==> config.mk <==
export PLATFORM = sky130hd
export DESIGN_NAME = side_info_2ch_packer
export DESIGN_NICKNAME = d
export VERILOG_FILES = /design/src/rtl/side_info_2ch_packer.sv
export SDC_FILE = /design/constraint.sdc
export NUM_CORES = 1
export LEC_CHECK = 0
export CAP_MARGIN = 5
export CORE_UTILIZATION = 56
export CTS_BUF_LIST = sky130_fd_sc_hd__clkbuf_4
export DETAILED_ROUTE_END_ITERATION = 8
export PLACE_DENSITY = 0.94
export SLEW_MARGIN = 10
export SYNTH_ARGS = -nofsm -noshare
export SYNTH_HDL_FRONTEND = slang
export SYNTH_SLANG_ARGS = --single-unit
==> constraint.sdc <==
create_clock -name clk -period 3.7 [get_ports clk]
set_input_delay 0.74 -clock clk [delete_from_list [all_inputs] [get_ports clk]]
set_output_delay 0.74 -clock clk [all_outputs]
set_load 0.03 [all_outputs]
==> src/rtl/side_info_2ch_packer.sv <==
// side_info_2ch_packer
//
// Packs one MPEG-1 Layer III stereo side-info field set (256 bits) and sends
// it MSB-first as 32 bytes with backpressure.
//
// Optional build macro: SIDE_INFO_FIELD_CHECK_EN
//   defined   : illegal field sets are consumed without transmission and
//               flagged by a one-cycle err pulse.
//   undefined : err is tied low; every field set is transmitted verbatim.
//
// Ports:
//   clk, rst                 clock, synchronous active-low reset
//   fi_valid / fi_ready      field-set input handshake
//   main_data_begin ..
//   count1table_select       decoded side-info fields ([gr][ch], scfsi [ch][band])
//   axiod / axiov / axiir    output byte stream (data / valid / downstream ready)
//   axiolast                 high together with byte 31
//   err                      illegal field-set pulse
//
// Handshake semantics: a transfer happens on a rising clk edge where valid and
// ready are both high. A valid source keeps its data stable until that edge;
// ready may change freely. fi_valid is not looked at while a frame is being sent.

module side_info_2ch_packer (
   input  logic                    clk,
   input  logic                    rst,
   input  logic                    fi_valid,
   output logic                    fi_ready,
   input  logic [8:0]              main_data_begin,
   input  logic [2:0]              private_bits,
   input  logic [1:0][3:0]         scfsi,
   input  logic [1:0][1:0][11:0]   part2_3_length,
   input  logic [1:0][1:0][8:0]    big_values,
   input  logic [1:0][1:0][7:0]    global_gain,
   input  logic [1:0][1:0][3:0]    scalefac_compress,
   input  logic [1:0][1:0]         window_switching_flag,
   input  logic [1:0][1:0][1:0]    block_type,
   input  logic [1:0][1:0]         mixed_block_flag,
   input  logic [1:0][1:0][4:0]    table_select_1,
   input  logic [1:0][1:0][4:0]    table_select_2,
   input  logic [1:0][1:0][4:0]    table_select_3,
   input  logic [1:0][1:0][2:0]    subblock_gain_1,
   input  logic [1:0][1:0][2:0]    subblock_gain_2,
   input  logic [1:0][1:0][2:0]    subblock_gain_3,
   input  logic [1:0][1:0][3:0]    region0_count,
   input  logic [1:0][1:0][2:0]    region1_count,
   input  logic [1:0][1:0]         preflag,
   input  logic [1:0][1:0]         scalefac_scale,
   input  logic [1:0][1:0]         count1table_select,
   output logic [7:0]              axiod,
   output logic                    axiov,
   input  logic                    axiir,
   output logic                    axiolast,
   output logic                    err
);

   localparam logic [0:0] ST_IDLE = 1'b0;
   localparam logic [0:0] ST_SEND = 1'b1;

   logic [0:0]            state;
   logic [255:0]          sreg;
   logic [4:0]            byte_cnt;
   logic [1:0][1:0][58:0] gc_bits;
   logic [255:0]          packed_word;
   logic                  accept;
   logic                  load;
   logic                  xfer;

   // 59-bit granule/channel block; the wsf bit selects which optional fields
   // are carried, unused fields of the other branch are simply dropped.
   always_comb begin
      gc_bits = '0;
      for (int g = 0; g < 2; g++) begin
         for (int c = 0; c < 2; c++) begin
            if (window_switching_flag[g][c]) begin
               gc_bits[g][c] = {part2_3_length[g][c], big_values[g][c],
                                global_gain[g][c], scalefac_compress[g][c], 1'b1,
                                block_type[g][c], mixed_block_flag[g][c],
                                table_select_1[g][c], table_select_2[g][c],
                                subblock_gain_1[g][c], subblock_gain_2[g][c],
                                subblock_gain_3[g][c],
                                preflag[g][c], scalefac_scale[g][c],
                                count1table_select[g][c]};
            end else begin
               gc_bits[g][c] = {part2_3_length[g][c], big_values[g][c],
                                global_gain[g][c], scalefac_compress[g][c], 1'b0,
                                table_select_1[g][c], table_select_2[g][c],
                                table_select_3[g][c],
                                region0_count[g][c], region1_count[g][c],
                                preflag[g][c], scalefac_scale[g][c],
                                count1table_select[g][c]};
            end
         end
      end
   end

   // Bit 255 goes out first: header (20 bits) then gr0ch0, gr0ch1, gr1ch0, gr1ch1.
   assign packed_word = {main_data_begin, private_bits,
                         scfsi[0][0], scfsi[0][1], scfsi[0][2], scfsi[0][3],
                         scfsi[1][0], scfsi[1][1], scfsi[1][2], scfsi[1][3],
                         gc_bits[0][0], gc_bits[0][1], gc_bits[1][0], gc_bits[1][1]};

   assign fi_ready = (state == ST_IDLE);
   assign accept   = fi_valid && fi_ready;
   assign xfer     = axiov && axiir;

   // The output byte is the top of the shift register, so it is registered
   // and holds automatically during a stall. After 32 shifts the register is
   // all zeros, which leaves axiod at 0 between frames.
   assign axiod = sreg[255:248];

`ifdef SIDE_INFO_FIELD_CHECK_EN
   logic illegal;

   always_comb begin
      illegal = 1'b0;
      for (int g = 0; g < 2; g++) begin
         for (int c = 0; c < 2; c++) begin
            if ((window_switching_flag[g][c] && (block_type[g][c] == 2'd0)) ||
                (big_values[g][c] > 9'd288)) begin
               illegal = 1'b1;
            end
         end
      end
   end

   assign load = accept && !illegal;

   always_ff @(posedge clk) begin
      if (!rst) begin
         err <= 1'b0;
      end else begin
         err <= accept && illegal;
      end
   end
`else
   assign load = accept;
   assign err  = 1'b0;
`endif

   always_ff @(posedge clk) begin
      if (!rst) begin
         state    <= ST_IDLE;
         sreg     <= '0;
         byte_cnt <= '0;
         axiov    <= 1'b0;
         axiolast <= 1'b0;
      end else begin
         case (state)
            ST_IDLE: begin
               if (load) begin
                  sreg     <= packed_word;
                  byte_cnt <= 5'd0;
                  axiov    <= 1'b1;
                  axiolast <= 1'b0;
                  state    <= ST_SEND;
               end
            end
            ST_SEND: begin
               if (xfer) begin
                  sreg     <= {sreg[247:0], 8'h00};
                  byte_cnt <= byte_cnt + 5'd1;
                  // The byte about to be presented is byte 31.
                  axiolast <= (byte_cnt == 5'd30);
                  if (byte_cnt == 5'd31) begin
                     axiov    <= 1'b0;
                     axiolast <= 1'b0;
                     state    <= ST_IDLE;
                  end
               end
            end
            default: state <= ST_IDLE;
         endcase
      end
   end

endmodule

==> After elaboration in Yosys (flattened, before gate mapping) <==
Cells that the tools add are included.
{ "totals": {"ff_bits": 264, "out_inout_bits": 12} }
{ "op_classes": {"n_reduce_logical": 4, "n_mux": 22, "bitwise": 1, "n_addsub": 1, "eq_ne": 5} }
{ "op_table": {"columns": ["op", "count"], "rows": [
  ["$mux W256", 2],
  ["$pmux W256 S2", 1],
  ["$mux W26", 4],
  ["$eq A5 B5 Y1 const B", 2],
  ["$mux W5", 2],
  ["$pmux W5 S2", 1],
  ["$mux W1", 9],
  ["$ne A2 B1 Y1 const B", 3],
  ["$pmux W1 S2", 3],
  ["$add A5 B1 Y5 const B", 1],
  ["$reduce_and A3 Y1", 1],
  ["$logic_and A1 B1 Y1", 2],
  ["$reduce_and A2 Y1", 1],
  ["$not A1 Y1", 1]
]} }

==> Depth between registers and ports, before layout <==
Gate-level depths: netlist of the first run.
{ "logic_depth": {"ltp_word": 4, "ltp_mapped": 7, "ltp_nobuf": 6} }

==> Worst setup path before layout of the first run <==
No wires, ideal clock.
{ "synth_timing": {"kind": "reg2out", "start": "register state", "end": "output fi_ready", "required_ps": 2960, "t_arrival_ps": 1109, "path_slack_ps": 1851, "n_path_buf": 4, "path_stages_with_launch": 6, "path_cell_list": "dfxtp_1 -> buf_4 -> buf_4 -> buf_6 -> clkbuf_1 -> inv_1"} }
{ "synth_via": {"elab_chain_cells": 1} }
{ "synth_rtl": {"columns": ["item", "line_no", "rtl"], "rows": [
  ["start, declared", "60", "logic [0:0] state;"],
  ["start signal, assigned", "143", "state <= ST_IDLE;"],
  ["start signal, assigned", "156", "state <= ST_SEND;"],
  ["start signal, assigned", "168", "state <= ST_IDLE;"],
  ["$not A1 Y1", null, null],
  ["end, declared", "28", "output logic fi_ready,"]
]} }
No other way between the ends.

==> Final worst setup path of the first run <==
Ends and elaborated chain as after synthesis.

==> results.toml, run 1 <==
[synthesis]
synth_top_family_by_area = "compound AO/OA/AOI/OAI gates"
syn_area_mm2 = 0.0132
async_flop_share_pct = 0
ys.flop_type = "dfxtp_1"
synth_seq_cells = 264
synth_seq_area_share_pct = 40.0
synthesis.nets = 1700
synthMuxAreaShare_pct = 20.0
synth_enable_flop_cells = 0
syn_area_per_cell_um2 = 9.52
synth_fa_ha_area_share_pct = 0.284
synth_warnings = 0
synth_compound_area_share_pct = 23.0
synth_xor_area_share_pct = 0
yosysUniqueCellTypes = 31
synth-simple-area-share_pct = 10.2
synthCells = 1389

[timing]
maxSlewHeadroom_pct = 36.2
maxSlewViolCount = 0
finalHoldViolations = 0
fin_crit_ns = 2.73
fin_skew_ns = 0.0380
setup_viol = 0
tightest_slew_ns = 0.954
rsz0062_at_grt = "no"
min_period_over_period_pct = 73.9
setup_tns_ns = 0
fmax_mhz = 366

[finish]
stdcell_area_mm2 = 0.0173
final_common_cell = "clkdlybuf4s50_1"
final_cell_mix = "317 x clkdlybuf4s50_1, 263 x dfxtp_1, 167 x nor3_1"
final_nets = 1960
finalNonFillerCells = 1999
area_growth_pct = 30.8
drive_gt1_share_pct = 18.9
fin_util_pct = 75.4

[floorplanning]
pin_count = 320
fp.dieH_um = 156
core_mm2 = 0.0229
fp.dieW_um = 156
placementRows = 55
initial_core_util_pct = 57.7
dieArea_mm2 = 0.0242

[setup_path]
rr_endpoint = "sreg[238]"
end_kind = "output port"
path_class = "flip-flop to output port"
start_kind = "flip-flop"
crit_required_ns = 2.96
critical_path_arrival_ns = 1.99
r2r_cells = 4
r2r_slack_ns = 1.45
crit_fanout = 30
r2r-start = "state"

[worst_hold_path]
hold_depth = 2
holdCritPathClass = "flip-flop to flip-flop"
hold-path-endpoint = "sreg[1]"
hold_start = "sreg[1]"

[grt]
grt_overflow = 0
antenna_found_initial = 1
grt_pass1_vias = 12500
grt_pass1_wl_um = 60900
grt_max_degree = 108
track_usage_pct = 31.2

[power]
combinationalPowerShare_pct = 20.7
internal_power_w = 0.00516
clock_power_share_pct = 34.0
swShare_pct = 28.1
leakage_nw = 6.14
p_per_area_mw_per_mm2 = 415
ir_worst_vdd_v = 0.000265
p_seq_share_pct = 45.3
power_switching_w = 0.00201
power_w = 0.00717

[clock_network]
post_cts_buffers = 0
cts_resized = 0
ctsHoldBuffers = 0
cts.sinks = 264
cts-root-buf = "clkbuf_4"
insertion_delay_ns = 0.66
cts_buffers = 69
cts_tree = "built"
path_clk_slew_ns = 0.06
cts_max_path_buffers = 3
htree_levels = 3

[routing]
drt-initial-drc-count = 912
ant_nets = 0
via_per_inst = 6.17
via_count = 12300
drcViolationCount = 0
drt-total-wl_um = 38700
drtPass1Iterations = 6
route.detailed.wl_per_inst_um = 19.4

[placed_design]
place_hpwl_um = 25400
portBuffers = 318
place_area_mm2 = 0.0165
gp_congestion = 0.837
dp.cells = 1891

[job]
drv_cap = 0

[status]
status = "finished clean"
-- critical path, stage by stage (launching register included) --
cell	delay, ns
dfxtp_4	0.66
inv_1	0.08
clkdlybuf4s50_1	0.61
-- metal layers --
layer / global-route usage, % / vias to the layer above / wire (µm)
li1: - / 5738 / -
met1: 36.6 / 5840 / 15200
met2: 52.9 / 620 / 19000
met3: 7.39 / 136 / 2890
met4: 16.4 / 0 / 1640
met5: 0 / - / 0
-- kinds of logic after synthesis --
kind of cell,after synthesis
and+or+nand+nor,286
AOI/OAI and AO/OA,411
other,1
muxes,253
DFF,264
adders and majority gates,3
buffers and inverters,171
-- layout make-up --
class / count / area (µm²)
fillers: 1459 / 5630
clock buffers: 93 / 698
flip-flops and latches: 264 / 5290
clock inverters: 14 / 108
diodes: 1 / 2.50
repair buffers: 356 / 3680
inverters: 4 / 22.5
multi-input cells: 954 / 7100
well taps: 313 / 392
-- how the worst max path moves through the flow --
stage	startpoint	end	slack (ns)	depth (start not counted)
2_1_floorplan	state	fi_ready	1.85	5
3_3_place_gp	window_switching_flag[1]	sreg[132]	1.06	4
3_5_place_dp	window_switching_flag[1]	sreg[140]	0.92	4
4_1_cts	state	fi_ready	0.92	2
5_1_grt	state	fi_ready	0.86	2
6_report	state	fi_ready	0.97	2
-- sequential cells by signal, summed over array words and instances, names as in the netlist --
name and cells:
axiolast 1, state 1, axiov 1, byte_cnt 5, sreg 256
-- Yosys cell counts, drive strengths merged, types with 2 or more instances --
| cell type | n | area share (%) |
|---|---|---|
| and3 | 2 | 0.095 |
| mux2i | 165 | 12 |
| nor2 | 5 | 0.14 |
| nor3 | 167 | 6.3 |
| dfxtp | 264 | 40 |
| nand3 | 33 | 1.3 |
| ha | 3 | 0.28 |
| clkbuf | 49 | 1.4 |
| o22ai | 63 | 3.0 |
| nand2 | 73 | 2.1 |
| buf | 118 | 5.0 |
| mux2 | 88 | 7.5 |
| a21oi | 94 | 3.6 |
| a211oi | 166 | 13 |
| a22oi | 20 | 1.1 |
| o21ai | 64 | 2.4 |
| nand2b | 2 | 0.095 |
| inv | 4 | 0.11 |
-- through the flow --
stage / worst slack, ns / hold WS [ns]
CTS: 0.922 / 0.470
finish: 0.966 / 0.470
global placement: 1.06 / 0.453
detailed placement: 0.918 / 0.459
floorplan: 1.85 / 0.444
global route: 0.861 / 0.485
-- power by group through the flow --
stage | combinational [W] | sequential, W | clock [W]
after detailed placement | 0.00147 | 0.00330 | 0
final | 0.00148 | 0.00325 | 0.00244
after global routing | 0.00160 | 0.00326 | 0.00264
after global placement | 0.00142 | 0.00329 | 0
after floorplan | 0.000937 | 0.00324 | 0
after CTS | 0.00148 | 0.00324 | 0.00249
(Power assumes the default switching activity.)
==> run 2: changes to the inputs <==
--- a/config.mk
+++ b/config.mk
@@ -6,10 +6,10 @@
 export NUM_CORES = 1
 export LEC_CHECK = 0
 export CAP_MARGIN = 5
-export CORE_UTILIZATION = 56
+export CORE_UTILIZATION = 52
 export CTS_BUF_LIST = sky130_fd_sc_hd__clkbuf_4
 export DETAILED_ROUTE_END_ITERATION = 8
-export PLACE_DENSITY = 0.94
+export PLACE_DENSITY = 0.88
 export SLEW_MARGIN = 10
 export SYNTH_ARGS = -nofsm -noshare
 export SYNTH_HDL_FRONTEND = slang
==> constraint.sdc (replaced) <==
create_clock -name clk -period 2.85 [get_ports clk]
set_input_delay 0.57 -clock clk [delete_from_list [all_inputs] [get_ports clk]]
set_output_delay 0.57 -clock clk [all_outputs]
set_load 0.03 [all_outputs]
==> run 2 against run 1 <==
Combinational power rose by 31%. Via count fell by 0.97%. Largest power group unchanged. Non-clock buffer count rose by 1. Cell count rose by 1.2%. Routed wire length rose by 0.15%. First-iteration DRC count rose by 10%. Sequential share of layout area fell by 0.16 points. Worst setup slack got worse by 0.64 ns. Count of clock-buffer cells in the layout rose by 5. Utilization fell by 4.8 points. Flip-flop and latch count did not move.
==> results.toml, run 2 (synthesized netlist as in run 1, its figures left out) <==
[floorplanning]
initial_core_util_pct = 53.7
core_mm2 = 0.0246
dieArea_mm2 = 0.0261
placementRows = 57
pin_count = 320
fp.dieW_um = 161
fp.dieH_um = 161

[placed_design]
dp_slack_ns = 0.470
place_hpwl_um = 25400
dp.cells = 1903
gp_congestion = 0.842
portBuffers = 318

[finish]
n_fill_cell = 1821
multi_input_area_mm2 = 0.00710
fin_util_pct = 70.6
final_cell_mix = "317 x clkdlybuf4s50_1, 263 x dfxtp_1, 167 x nor3_1"
area.sequential_mm2 = 0.00529
final_common_cell = "clkdlybuf4s50_1"
drive_gt1_share_pct = 19.2
finalNonFillerCells = 2022
largest_registers = "sreg: 256 flops, byte_cnt: 5 flops"
regMostFlops = "sreg"
final_nets = 1962
area_growth_pct = 31.5
largest_register_ffs = 256

[timing]
rsz0062_at_grt = "no"
maxSlewHeadroom_pct = 53.7
tightest_slew_ns = 0.694
setup_viol = 0
fin_skew_ns = 0.0371
fmax_mhz = 396
fin_crit_ns = 2.53
finalHoldViolations = 0
setup_slack_ns = 0.322
setup_tns_ns = 0
maxSlewViolCount = 0
whs_ns = 0.427
min_period_over_period_pct = 88.7

[clock_network]
cts-root-buf = "clkbuf_4"
cts.sinks = 264
cts_max_path_buffers = 3
path_clk_slew_ns = 0.07
cts_buffers = 70
htree_levels = 3
ctsHoldBuffers = 0
insertion_delay_ns = 0.65
cts_tree = "built"
cts_resized = 0
post_cts_buffers = 0

[routing]
drtPass1Iterations = 5
drt-initial-drc-count = 1005
drt-total-wl_um = 38800
route.detailed.wl_per_inst_um = 19.2
via_count = 12200
via_per_inst = 6.04
drcViolationCount = 0
ant_nets = 0

[worst_hold_path]
hold_depth = 3
holdCritPathClass = "primary input to flip-flop"

[setup_path]
cp-endpoint = "fi_ready"
rr_endpoint = "sreg[46]"
setup.worst_path.start = "state"
r2r_cells = 5
start_kind = "flip-flop"
r2r_slack_ns = 0.86
crit_required_ns = 2.28
slowest_delay_ns = 0.62
path_class = "flip-flop to output port"
r2r-start = "state"
end_kind = "output port"
critical_path_arrival_ns = 1.96
path_cells = "inv_1, clkdlybuf4s50_1"
crit_fanout = 24
critPathSlowestCell = "dfxtp_4"

[power]
leakage_nw = 6.19
ir_worst_vdd_v = 0.000309
p_per_area_mw_per_mm2 = 545

[grt]
grt_overflow = 0
grt_pass1_wl_um = 61700
grt_pass1_vias = 12300
track_usage_pct = 29.2
grt_max_degree = 128
antenna_found_initial = 2

[status]
status = "finished clean"

[job]
drv_cap = 0
-- run 2: report_power, final --
group	switching [W]	total [W]	internal, W
sequential	0.000199	0.00421	0.00401
combinational	0.000927	0.00194	0.00102
clock	0.00156	0.00332	0.00176
total	0.00268	0.00947	0.00679
-- run 2: critical path: cells and delay by family, from the launching register on --
kind | cells | cell delay (ns)
flip-flops | 1 | 0.62
buffers and inverters | 2 | 0.68
-- run 2: worst min path at each step --
stage	start	end	slack, ns
2_1_floorplan	sreg[3]	sreg[3]	0.44
3_3_place_gp	axiolast	axiolast	0.45
3_5_place_dp	sreg[3]	sreg[3]	0.46
4_1_cts	rst	axiolast	0.38
5_1_grt	rst	byte_cnt[4]	0.44
6_report	rst	axiolast	0.43
-- run 2: routing by layer --
metal / share of wire, % / GRT usage [%]
met4: 3.5 / 13.8
met2: 48 / 48.6
met3: 7.0 / 5.32
met1: 41 / 36.5
met5: 0 / 0
-- run 2: cell type report --
| cell class | count | share of cell area, % |
|---|---|---|
| clock buffers | 98 | 4.23 |
| flip-flops and latches | 264 | 30.4 |
| diodes | 2 | 0.0288 |
| clock inverters | 19 | 0.720 |
| well taps | 324 | 2.33 |
| repair buffers | 357 | 21.3 |
| multi-input cells | 954 | 40.8 |
| inverters | 4 | 0.130 |
-- run 2: metrics by stage --
step           cell area (µm²)  total power, W
2_1_floorplan            13200         0.00542
3_3_place_gp             16500         0.00613
4_1_cts                  17400         0.00952
3_5_place_dp             16500         0.00620
6_report                 17400         0.00947
5_1_grt                  17400         0.00992
==> run 3: changes to the inputs <==
--- a/config.mk
+++ b/config.mk
@@ -5,12 +5,12 @@
 export SDC_FILE = /design/constraint.sdc
 export NUM_CORES = 1
 export LEC_CHECK = 0
+export ABC_AREA = 1
 export CAP_MARGIN = 5
 export CORE_UTILIZATION = 52
 export CTS_BUF_LIST = sky130_fd_sc_hd__clkbuf_4
 export DETAILED_ROUTE_END_ITERATION = 8
 export PLACE_DENSITY = 0.88
-export SLEW_MARGIN = 10
 export SYNTH_ARGS = -nofsm -noshare
 export SYNTH_HDL_FRONTEND = slang
 export SYNTH_SLANG_ARGS = --single-unit
==> run 3 against run 2 <==
Flip-flop and latch count stayed put. Non-clock buffer count is 20 lower. Synthesized cell count up 63%. Synthesized area grew 3.0%. Critical endpoint is now axiov. Sequential power is 1% lower. Highest routed layer unchanged. Critical path type unchanged. Global-route usage is 1.0 points lower. Utilization fell by 1.4 points. First-iteration DRC count rose by 54%. Clock power about the same. Cell count increased by 42%. Count of clock-buffer cells in the layout is 2 higher. Via count rose by 22%.
==> results.toml, run 3 <==
[status]
status = "finished clean"

[synthesis]
yosysUniqueCellTypes = 18
synthesis.nets = 2575
synth_most_common_cell = "nand2_1"
synth_compound_area_share_pct = 11.5
synth-simple-area-share_pct = 39.5
synth_top_family_by_area = "simple AND/OR/NAND/NOR gates"
syn_area_mm2 = 0.0136
synth_area_leaders = "dfxtp_1 39%, nand2_1 22%, nor2_1 10%"
synth_xor_area_share_pct = 0
synthCells = 2264
synth_enable_flop_cells = 0
synthMuxAreaShare_pct = 0
ys.flop_type = "dfxtp_1"
syn_area_per_cell_um2 = 6.01
netlist.top_cell.by_area = "dfxtp_1"
synth_top_area_share_pct = 38.8
async_flop_share_pct = 0
synth_warnings = 0
synth_fa_ha_area_share_pct = 0.276
synth_seq_cells = 264
synth_seq_area_share_pct = 38.8
synthTopCellsByCount = "816 x nand2_1, 361 x nor2_1, 264 x dfxtp_1, 218 x o21ai_0, 179 x nand3_1"

[grt]
grt_pass1_vias = 13700
antenna_found_initial = 1
grt_pass1_wl_um = 62300
track_usage_pct = 28.1
grt_max_degree = 158
grt_overflow = 0

[clock_network]
cts_resized = 0
post_cts_buffers = 0
ctsHoldBuffers = 0
cts_tree = "built"
cts_buffers = 70
cts_max_path_buffers = 3
path_clk_slew_ns = 0.06
cts-root-buf = "clkbuf_4"
cts.sinks = 264
insertion_delay_ns = 0.65
htree_levels = 3

[routing]
via_per_inst = 5.20
drt-initial-drc-count = 1547
drtPass1Iterations = 5
via_count = 14900
ant_nets = 0
drt-total-wl_um = 39000
route.detailed.wl_per_inst_um = 13.6
drcViolationCount = 0

[finish]
final_cell_mix = "815 x nand2_1, 360 x nor2_1, 317 x clkdlybuf4s50_1"
final_common_cell = "nand2_1"
largest_register_ffs = 256
regMostFlops = "sreg"
largest_registers = "sreg: 256 flops, byte_cnt: 5 flops"
area_growth_pct = 29.1
final_nets = 2809
stdcell_area_mm2 = 0.0176
n_fill_cell = 2213
drive_gt1_share_pct = 5.55

[timing]
whs_ns = 0.334
maxSlewHeadroom_pct = 51.9
fmax_mhz = 416
rsz0062_at_grt = "no"
fin_skew_ns = 0.0341
min_period_over_period_pct = 84.3
setup_tns_ns = 0
setup_viol = 0
maxSlewViolCount = 0
fin_crit_ns = 2.40
finalHoldViolations = 0
tightest_slew_ns = 0.722
setup_slack_ns = 0.447

[power]
internal_power_w = 0.00667
p_seq_share_pct = 44.0
combinationalPowerShare_pct = 20.9
leakage_nw = 8.60
clock_power_share_pct = 35.1
power_switching_w = 0.00278
swShare_pct = 29.4
ir_worst_vdd_v = 0.000311
p_per_area_mw_per_mm2 = 538

[setup_path]
slowest_delay_ns = 0.73
critical_path_arrival_ns = 1.83
start_kind = "flip-flop"
critPathSlowestCell = "clkdlybuf4s50_1"
path_class = "flip-flop to output port"
cp_num_cells = 1
critPathBufInv = 1
end_kind = "output port"
crit_family = "buffers and inverters"
path_cells = "clkdlybuf4s50_1"
r2r_cells = 7
crit_required_ns = 2.28
crit_fanout = 4

[floorplanning]
placementRows = 58
fp.dieH_um = 164
pin_count = 320
dieArea_mm2 = 0.0268
fp.dieW_um = 164
core_mm2 = 0.0254
initial_core_util_pct = 53.6

[placed_design]
gp_congestion = 0.873
portBuffers = 318
place_area_mm2 = 0.0167
place_hpwl_um = 25100
dp_slack_ns = 0.488

[worst_hold_path]
holdCritPathClass = "primary input to flip-flop"
hold_depth = 3

[job]
drv_cap = 0
==> run 3: changes by cell type in the layout (fill, tap and decap cells not counted), sizes merged, moves of 20 or more <==
cell	before	now
a211oi	166	0
a22oi	20	0
buf	40	20
inv	8	143
mux2	88	0
mux2i	165	0
nand2	73	817
nand3	33	180
nor2	5	361
nor3	167	0
o21ai	64	218
o22ai	63	0
==> run 3: power groups by stage <==
stage | clock network (W) | registers, W | logic (W)
after floorplan | 0 | 0.00419 | 0.00123
after global placement | 0 | 0.00421 | 0.00191
after detailed placement | 0 | 0.00423 | 0.00195
after CTS | 0.00338 | 0.00415 | 0.00197
after global routing | 0.00358 | 0.00418 | 0.00222
final | 0.00331 | 0.00416 | 0.00198
==> run 3: metrics by stage <==
stage | power (W) | instances | util [%]
global route | 0.00998 | 2871 | 69.2
finish | 0.00945 | 2872 | 69.2
detailed placement | 0.00618 | 2756 | 65.8
global placement | 0.00612 | 2756 | 65.8
CTS | 0.00950 | 2869 | 69.2
floorplan | 0.00542 | 2264 | -
==> run 3: logic make-up after synthesis <==
family / after synthesis
adder cells (fa/ha/maj): 3
buffers and inverters: 316
flip-flops: 264
other: 1
AND/OR/NAND/NOR: 1366
AO/OA/AOI/OAI: 314
==> run 3: final cells by class <==
type	instances	area, µm²	share of cell area (%)
well taps	330	413	2.35
diodes	3	7.51	0.0427
inverters	141	539	3.07
clock buffers	100	751	4.27
repair buffers	337	3450	19.6
clock inverters	13	103	0.584
flip-flops and latches	264	5290	30.1
multi-input cells	1684	7020	40.0
==> run 3: final timing paths <==
path | to | slack, ns | from
setup / recovery | axiov | 0.45 | axiov
hold / removal | sreg[10] | 0.33 | rst
setup reg to reg | byte_cnt[2] | 1.07 | state
hold reg to reg | sreg[2] | 0.48 | sreg[2]
==> run 3: routing by layer <==
metal	up-vias	wire (µm)	track usage, %
met4	0	963	10.3
met2	615	18800	48.6
li1	7521	-	-
met3	81	2810	4.44
met1	6720	16400	35.3
met5	-	0	0
